<file path="src/rtl/bk_adder_pkg.sv">
// Shared types and helpers for the pipelined Brent-Kung adder.
package bk_adder_pkg;

  localparam int unsigned LATENCY_MIN = 1;
  localparam int unsigned LATENCY_MAX = 3;
  localparam int unsigned WIDTH_MIN   = 2;
  localparam int unsigned WIDTH_MAX   = 64;

  // Group generate/propagate pair for one prefix-tree node.
  typedef struct packed {
    logic g;
    logic p;
  } gp_t;

  // Number of tree levels needed to cover 'width' positions: ceil(log2(width)).
  function automatic int unsigned bk_levels(input int unsigned width);
    int unsigned lv;
    lv = 0;
    for (int unsigned i = 0; i < 32; i++) begin
      if ((64'd1 << i) < 64'(width)) lv = i + 1;
    end
    return lv;
  endfunction

  // Prefix operator: 'hi' covers the more significant span, 'lo' the span below it.
  function automatic gp_t gp_combine(input gp_t hi, input gp_t lo);
    gp_t r;
    r.g = hi.g | (hi.p & lo.g);
    r.p = hi.p & lo.p;
    return r;
  endfunction

endpackage

</file>
<file path="src/rtl/bk_prefix_level.sv">
// One combinational level of the Brent-Kung tree, up-sweep or down-sweep.
module bk_prefix_level
  import bk_adder_pkg::*;
#(
  parameter int unsigned N     = 16,
  parameter int unsigned LEVEL = 0,
  parameter bit          UP    = 1'b1
) (
  input  gp_t [N-1:0] gp,
  output gp_t [N-1:0] gp_next_c
);

  localparam int unsigned SPAN   = 32'd1 << LEVEL;
  localparam int unsigned STRIDE = SPAN * 2;

  // Up-sweep merges pairs ending on stride boundaries; down-sweep fills the mid-points.
  for (genvar i = 0; i < N; i++) begin : g_node
    localparam int unsigned POS    = 32'(i) + 32'd1;
    localparam bit          ACTIVE = UP ? ((POS % STRIDE) == 0)
                                        : (((POS % STRIDE) == SPAN) && (POS > STRIDE));
    if (ACTIVE) begin : g_merge
      assign gp_next_c[i] = gp_combine(gp[i], gp[i-SPAN]);
    end else begin : g_pass
      assign gp_next_c[i] = gp[i];
    end
  end

endmodule

</file>
<file path="src/rtl/bk_pipe_adder.sv">
// Pipelined Brent-Kung adder/subtractor with valid/ready handshake.
// Optional feature: define BK_OVF_EN to add the out_ovf signed-overflow port.
module bk_pipe_adder
  import bk_adder_pkg::*;
#(
  parameter int unsigned WIDTH   = 12,
  parameter int unsigned LATENCY = 3
) (
  input  logic             clk,
  input  logic             rst_n,
  input  logic             in_valid,
  output logic             in_ready,
  input  logic [WIDTH-1:0] in_a,
  input  logic [WIDTH-1:0] in_b,
  input  logic             in_cin,
  input  logic             in_sub,
  output logic             out_valid,
  input  logic             out_ready,
  output logic [WIDTH:0]   out_sum
`ifdef BK_OVF_EN
  ,
  output logic             out_ovf
`endif
);

  // Tree positions: 0 holds the carry-in, 1..WIDTH hold operand bits.
  localparam int unsigned M = WIDTH + 1;
  localparam int unsigned L = bk_levels(M);
  localparam int unsigned N = 32'd1 << L;

  if ((LATENCY < LATENCY_MIN) || (LATENCY > LATENCY_MAX) ||
      (WIDTH < WIDTH_MIN) || (WIDTH > WIDTH_MAX)) begin : g_bad_param
    $error("bk_pipe_adder: WIDTH or LATENCY out of range");
  end

  logic s0_ready, s1_ready, s2_ready;

  // ---------------- P0: bitwise generate/propagate ----------------
  logic [WIDTH-1:0] b_eff;
  logic             cin_eff;
  gp_t [N-1:0]      p0_gp;

  assign b_eff   = in_sub ? ~in_b : in_b;
  assign cin_eff = in_sub | in_cin;
  assign p0_gp[0] = '{g: cin_eff, p: 1'b0};

  for (genvar j = 0; j < WIDTH; j++) begin : g_p0
    assign p0_gp[j+1] = '{g: in_a[j] & b_eff[j], p: in_a[j] ^ b_eff[j]};
  end
  for (genvar j = WIDTH + 1; j < N; j++) begin : g_pad
    assign p0_gp[j] = '0;
  end

  // ---------------- Stage register after P0 (LATENCY=3 only) ----------------
  logic        a_valid;
  gp_t [N-1:0] a_gp;

  if (LATENCY == 3) begin : g_s0_reg
    logic        v0_q;
    gp_t [N-1:0] gp0_q;

    // Capture P0 results; data only moves on an accepted beat.
    always_ff @(posedge clk or negedge rst_n) begin
      if (!rst_n) begin
        v0_q  <= 1'b0;
        gp0_q <= '0;
      end else if (s0_ready) begin
        v0_q <= in_valid;
        if (in_valid) gp0_q <= p0_gp;
      end
    end

    assign s0_ready = ~v0_q | s1_ready;
    assign a_valid  = v0_q;
    assign a_gp     = gp0_q;
  end else begin : g_s0_pass
    assign s0_ready = s1_ready;
    assign a_valid  = in_valid;
    assign a_gp     = p0_gp;
  end

  assign in_ready = s0_ready;

  // ---------------- P1: up-sweep ----------------
  gp_t [N-1:0]      up_lvl [L+1];
  logic [WIDTH-1:0] a_p;

  assign up_lvl[0] = a_gp;

  for (genvar l = 0; l < L; l++) begin : g_up
    bk_prefix_level #(.N(N), .LEVEL(l), .UP(1'b1)) u_level (
      .gp        (up_lvl[l]),
      .gp_next_c (up_lvl[l+1])
    );
  end

  // Bitwise propagate is kept separately; the tree overwrites some nodes.
  for (genvar j = 0; j < WIDTH; j++) begin : g_ap
    assign a_p[j] = a_gp[j+1].p;
  end

  // ---------------- Stage register after P1 (LATENCY>=2) ----------------
  logic             b_valid;
  gp_t [N-1:0]      b_up;
  logic [WIDTH-1:0] b_p;

  if (LATENCY >= 2) begin : g_s1_reg
    logic             v1_q;
    gp_t [N-1:0]      up1_q;
    logic [WIDTH-1:0] p1_q;

    // Capture up-sweep tree and bitwise propagate.
    always_ff @(posedge clk or negedge rst_n) begin
      if (!rst_n) begin
        v1_q  <= 1'b0;
        up1_q <= '0;
        p1_q  <= '0;
      end else if (s1_ready) begin
        v1_q <= a_valid;
        if (a_valid) begin
          up1_q <= up_lvl[L];
          p1_q  <= a_p;
        end
      end
    end

    assign s1_ready = ~v1_q | s2_ready;
    assign b_valid  = v1_q;
    assign b_up     = up1_q;
    assign b_p      = p1_q;
  end else begin : g_s1_pass
    assign s1_ready = s2_ready;
    assign b_valid  = a_valid;
    assign b_up     = up_lvl[L];
    assign b_p      = a_p;
  end

  // ---------------- P2: down-sweep, carries, sum ----------------
  gp_t [N-1:0]    dn_lvl [L];
  gp_t [N-1:0]    prefix;
  logic [WIDTH:0] sum;
  logic           unused_prefix;

  assign dn_lvl[0] = b_up;

  for (genvar k = 0; k < L - 1; k++) begin : g_dn
    bk_prefix_level #(.N(N), .LEVEL(L - 2 - k), .UP(1'b0)) u_level (
      .gp        (dn_lvl[k]),
      .gp_next_c (dn_lvl[k+1])
    );
  end

  assign prefix = dn_lvl[L-1];

  // prefix[j].g is the carry into operand bit j; prefix[WIDTH].g is carry-out.
  for (genvar j = 0; j < WIDTH; j++) begin : g_sum
    assign sum[j] = b_p[j] ^ prefix[j].g;
  end
  assign sum[WIDTH]    = prefix[WIDTH].g;
  assign unused_prefix = ^prefix;

`ifdef BK_OVF_EN
  logic ovf;
  assign ovf = prefix[WIDTH-1].g ^ prefix[WIDTH].g;
`endif

  // ---------------- Output register ----------------
  assign s2_ready = ~out_valid | out_ready;

  // Result register; holds steady while the consumer stalls.
  always_ff @(posedge clk or negedge rst_n) begin
    if (!rst_n) begin
      out_valid <= 1'b0;
      out_sum   <= '0;
`ifdef BK_OVF_EN
      out_ovf   <= 1'b0;
`endif
    end else if (s2_ready) begin
      out_valid <= b_valid;
      if (b_valid) begin
        out_sum <= sum;
`ifdef BK_OVF_EN
        out_ovf <= ovf;
`endif
      end
    end
  end

endmodule

</file>
<file path="config.mk">
export PLATFORM = sky130hd
export DESIGN_NAME = bk_pipe_adder
export DESIGN_NICKNAME = d
export VERILOG_FILES = /design/src/rtl/bk_adder_pkg.sv /design/src/rtl/bk_prefix_level.sv /design/src/rtl/bk_pipe_adder.sv
export SDC_FILE = /design/constraint.sdc
export NUM_CORES = 1
export LEC_CHECK = 0
export ABC_AREA = 1
export CORE_AREA = 4 4 120 167
export CTS_CLUSTER_SIZE = 10
export DETAILED_ROUTE_END_ITERATION = 12
export DIE_AREA = 0 0 124 171
export HOLD_SLACK_MARGIN = 0.1
export PLACE_DENSITY = 0.58
export SYNTH_ARGS = -nofsm -noshare
export SYNTH_HDL_FRONTEND = slang
export SYNTH_HIERARCHICAL = 1
export SYNTH_SLANG_ARGS = --single-unit
</file>
<file path="constraint.sdc">
create_clock -name clk -period 1 [get_ports clk]
set_input_delay 0.2 -clock clk [delete_from_list [all_inputs] [get_ports clk]]
set_output_delay 0.2 -clock clk [all_outputs]
set_load 0.02 [all_outputs]
</file>
# Yosys cells after proc, flatten, opt, wreduce, memory -nomap -nowiden
# Index checks and enable logic that the tools add are counted.
# word_totals
ff_bits	75
in_bits	30
out_inout_bits	15
word_cells	145
# op_classes
n_mux	1
bitwise_logic	89
n_reduce_logical	3
# op_table
operator	n
$and 1x1->1	38
$xor 1x1->1	24
$or 1x1->1	23
$mux 12	1
$not 12->12	1
$reduce_and 2->1	3
$not 1->1	3

# Depth between registers and ports, before layout
# logic_depth
ltp_word	6
depth_mapped	9
ltp_nobuf	8

# Hierarchy
# The synthesis kept the hierarchy.
# modules_own_cells
module	n_inst	cells_per_inst	area_each_um2	seq_area_each_um2
bk_pipe_adder	1	390	3694.8	2127.0
bk_prefix_level at g_dn[0].u_level ...	2	35	244.0	0.0
bk_prefix_level at g_up[0].u_level	1	56	270.3	0.0
bk_prefix_level at g_dn[2].u_level	1	53	266.5	0.0
bk_prefix_level at g_up[1].u_level	1	44	255.2	0.0
bk_prefix_level at g_dn[1].u_level	1	41	251.5	0.0
bk_prefix_level at g_up[2].u_level	1	38	247.7	0.0

# Least setup slack after synthesis
# Ideal clock, no wire load.
# synth_timing
path_type	register to register
start	register out_valid
end	register g_s0_reg.gp0_q (netlist bit a_gp[1])
arrival_ns	1.118
setup_slack_ns	-0.235
stages_incl_launch_ff	5
n_path_buf	1
period_less_slack_ns	1.235
path_cell_list	dfrtp_1 -> nand4_4 -> buf_2 -> nand3_1 -> nand2_1
# synth_between
elab_chain_cells	5
# synth_lines
element	line	text
from (decl)	bk_pipe_adder.sv:17	output logic out_valid,
from (signal assigned)	bk_pipe_adder.sv:179	out_valid <= b_valid;
$not 1->1	bk_pipe_adder.sv:168	assign s2_ready = ~out_valid | out_ready;
$or 1x1->1	bk_pipe_adder.sv:168	
$or 1x1->1	bk_pipe_adder.sv:127	assign s1_ready = ~v1_q | s2_ready;
$or 1x1->1	bk_pipe_adder.sv:73	assign s0_ready = ~v0_q | s1_ready;
named net in_ready	bk_pipe_adder.sv:12	output logic in_ready,
$reduce_and 2->1 (no source line)	--	
to (signal assigned)	bk_pipe_adder.sv:69	if (in_valid) gp0_q <= p0_gp;
to (decl)	bk_pipe_adder.sv:60	gp_t [N-1:0] gp0_q;
# The timed path passes the listed nets, and every way through them passes these cells.
# A chain may end at the register's enable or synchronous reset.

# Worst setup path in the final report
# layout_timing
start	register out_valid
end	output in_ready
# layout_between
elab_chain_cells	4
# layout_lines
element	line
$not 1->1	bk_pipe_adder.sv:168
$or 1x1->1	bk_pipe_adder.sv:168
$or 1x1->1	bk_pipe_adder.sv:127
$or 1x1->1	bk_pipe_adder.sv:73
to (decl)	bk_pipe_adder.sv:12
# No other way between the ends.

==> metrics.log <==
INFO  metric n_fill_cell = 1946
INFO  metric worst-path-max-fanout = 2
INFO  metric final_hold_violations = 0
INFO  metric place_area = 0.00470 mm^2
INFO  metric syn_area_per_cell = 8.30 um^2
INFO  metric failed_checks = setup timing
INFO  metric combPwrFrac = 37.3%
INFO  metric ctsRootBufferMaster = clkbuf_16
INFO  metric setup_ws = -0.259 ns
INFO  metric worst_slew_pin_slew = 0.520 ns
INFO  metric grt_first_pass_wirelength = 13.8 mm
INFO  metric commonest_non_fill_non_tap_cell_in_the_layout = nand2_1
INFO  metric holdCritPathClass = in2async
INFO  metric yosys_warnings = 6
INFO  metric timing.max_cap.violations = 0
INFO  metric finalSetupTns = -11.43 ns
INFO  metric skew = 0.00556 ns
INFO  metric rr_endpoint = b_p[4]
INFO  metric clk_latency_worst_skew_pair = 0.33 ns
INFO  metric multi_input_comb_area = 0.00168 mm^2
INFO  metric core_area = 0.0185 mm^2
INFO  metric power_density = 2400 mW/mm^2
INFO  metric antennaDiodeCount = 0
INFO  metric floorplan.io_pins = 45
INFO  metric critical_path.slowest_cell = dfrtp_2
INFO  metric dp.final_hpwl = 5.93 mm
INFO  metric grt_max_degree = 26
INFO  metric cts_tree = built
INFO  metric routed_wire_length_per_instance = 11.0 um
INFO  metric post_layout_nonfiller_instances = 764
INFO  metric crit_start_category = register
INFO  metric sw_frac_of_total = 32.0%
INFO  metric cts_buffers = 9
INFO  metric die_width = 124 um
INFO  metric synth.net_count = 580
INFO  metric synthToLayoutAreaGrowth = 20.0%
INFO  metric critPathBufInv = 1
INFO  metric cts.path.max_buffers = 2
INFO  metric die_y = 171 um
INFO  metric rsz_0062_raised_after_global_routing = yes
INFO  metric total_leakage_power = 2.73 nW
INFO  metric fin_hold_ws = 0.320 ns
INFO  metric groute.usage.overall = 8.30%
INFO  metric fraction_of_layout_instances_using_a_drive_strength_above_1 = 27.5%
INFO  metric gp_routability_congestion = 0.709
INFO  metric crit_required = 0.80 ns
INFO  metric p_switching = 4.13 mW
INFO  metric drt_iter0_markers = 98
INFO  metric intPower = 8.77 mW
INFO  metric worst_path_largest_cell_delay = 0.40 ns
INFO  metric register_area = 0.00188 mm^2
INFO  metric crit_arrival = 1.06 ns
INFO  metric clock_power_share = 27.1%
INFO  metric clock_sinks = 75
INFO  metric status = finished with violations
INFO  metric routed_via_density = 3.70
INFO  metric placement.io_buffers = 44
INFO  metric crit_type = reg2out
INFO  metric final-setup-viol-count = 89
INFO  metric placement_rows = 59
INFO  metric initial_antenna_violation_count = 0
INFO  metric worst_r2r_path_depth = 4
INFO  metric placed_cells_incl_taps = 727
INFO  metric post_synth_inst_count = 538
INFO  metric maxClockFrequency = 794 MHz
INFO  metric drt.antenna.violating_nets = 0
INFO  metric floorplan.initialDensity = 24.1%
INFO  metric maximum_vdd_drop = 0.884 mV
INFO  metric drt-pass1-iter-count = 4
INFO  metric htreeDepth = 3
INFO  metric timing.critical_path.to_type = primary output
INFO  metric maxSlewViolCount = 0
INFO  metric most-common-layout-cells = nand2_1 (165), dfrtp_1 (74), buf_4 (44)
INFO  metric drt_drc_violations_left = 0
INFO  metric period_share = 126%
INFO  metric layout.cell_area.non_filler = 0.00536 mm^2
INFO  metric crit_family = flip-flops
INFO  metric sequentialPowerShare = 35.6%
INFO  metric reg2reg_setup_slack = -0.19 ns
INFO  metric syn-cell-area = 0.00447 mm^2
INFO  metric clkSlewWorstSetupHoldPaths = 0.06 ns
INFO  metric max_slew_margin = 65.2%
INFO  metric layout_min_cycle_time = 1.26 ns
INFO  metric grt.overflow.total = 0
INFO  metric worstReg2RegStart = a_valid
INFO  metric vias = 2830
INFO  metric vias_in_the_first_global_route = 2825
INFO  metric crit_path_cell_trace = nand4_4, buf_6
INFO  metric dp_slack = -0.774 ns
INFO  metric wirelength = 8.40 mm
INFO  metric design.die.area = 0.0212 mm^2
INFO  metric nets = 557
==> timing repair <==
item | CTS | global route
cloned | 3 | 2
hold buffers | 1 | 0
setup endpoints to repair | 89 | 90
buffers inserted | 14 | 3
pin swaps | 0 | 4
endpoints found under the hold margin | 75 | 0
gates resized for setup | 118 | 24
==> registers in the layout (all words and copies together), names as in the netlist <==
| register | flops |
|---|---|
| a_valid | 1 |
| b_up | 22 |
| a_gp | 25 |
| out_sum | 13 |
| b_p | 12 |
| out_valid | 1 |
| b_valid | 1 |
==> power groups by stage <==
stage / Combinational [mW] / Sequential (mW) / Clock (mW)
after global placement: 3.97 / 4.57 / 0
after detailed placement: 4.02 / 4.61 / 0
final: 4.81 / 4.59 / 3.49
after floorplan: 3.95 / 4.84 / 0
after global routing: 5.38 / 4.72 / 3.73
after CTS: 4.67 / 4.60 / 3.60
==> how the worst max path moves through the flow <==
stage / startpoint / slack, ns / endpoint / cells after the start
final: out_valid / -0.26 / in_ready / 2
after global routing: a_valid / -0.30 / b_p[0] / 4
after CTS: a_valid / -0.27 / in_ready / 2
after detailed placement: out_ready / -0.77 / in_ready / 4
after global placement: out_ready / -0.79 / in_ready / 4
after floorplan: out_valid / -0.08 / a_gp[10] / 4
==> layer usage <==
metal  up-vias  GRT usage, %  wire length [um]
met5         -             0                 0
met4         0          3.86               145
met3         8          2.28               338
met2        35          14.2              4460
met1      1282          9.53              3460
li1       1505             -                 -
==> area by class of cell <==
class / count / share of cell area [%]
timing repair buffer: 106 / 20.0
clock buffer: 11 / 4.71
inverter: 27 / 1.89
sequential: 75 / 35.0
tap: 244 / 5.69
clock inverter: 5 / 1.40
multi-input combinational: 296 / 31.3
==> stage by stage <==
stage          utilization, %  power (mW)
2_1_floorplan               -        8.79
3_3_place_gp             25.4        8.55
3_5_place_dp             25.4        8.64
4_1_cts                  28.3        12.9
5_1_grt                  28.9        13.8
6_report                 28.9        12.9
(Power assumes the default switching activity.)
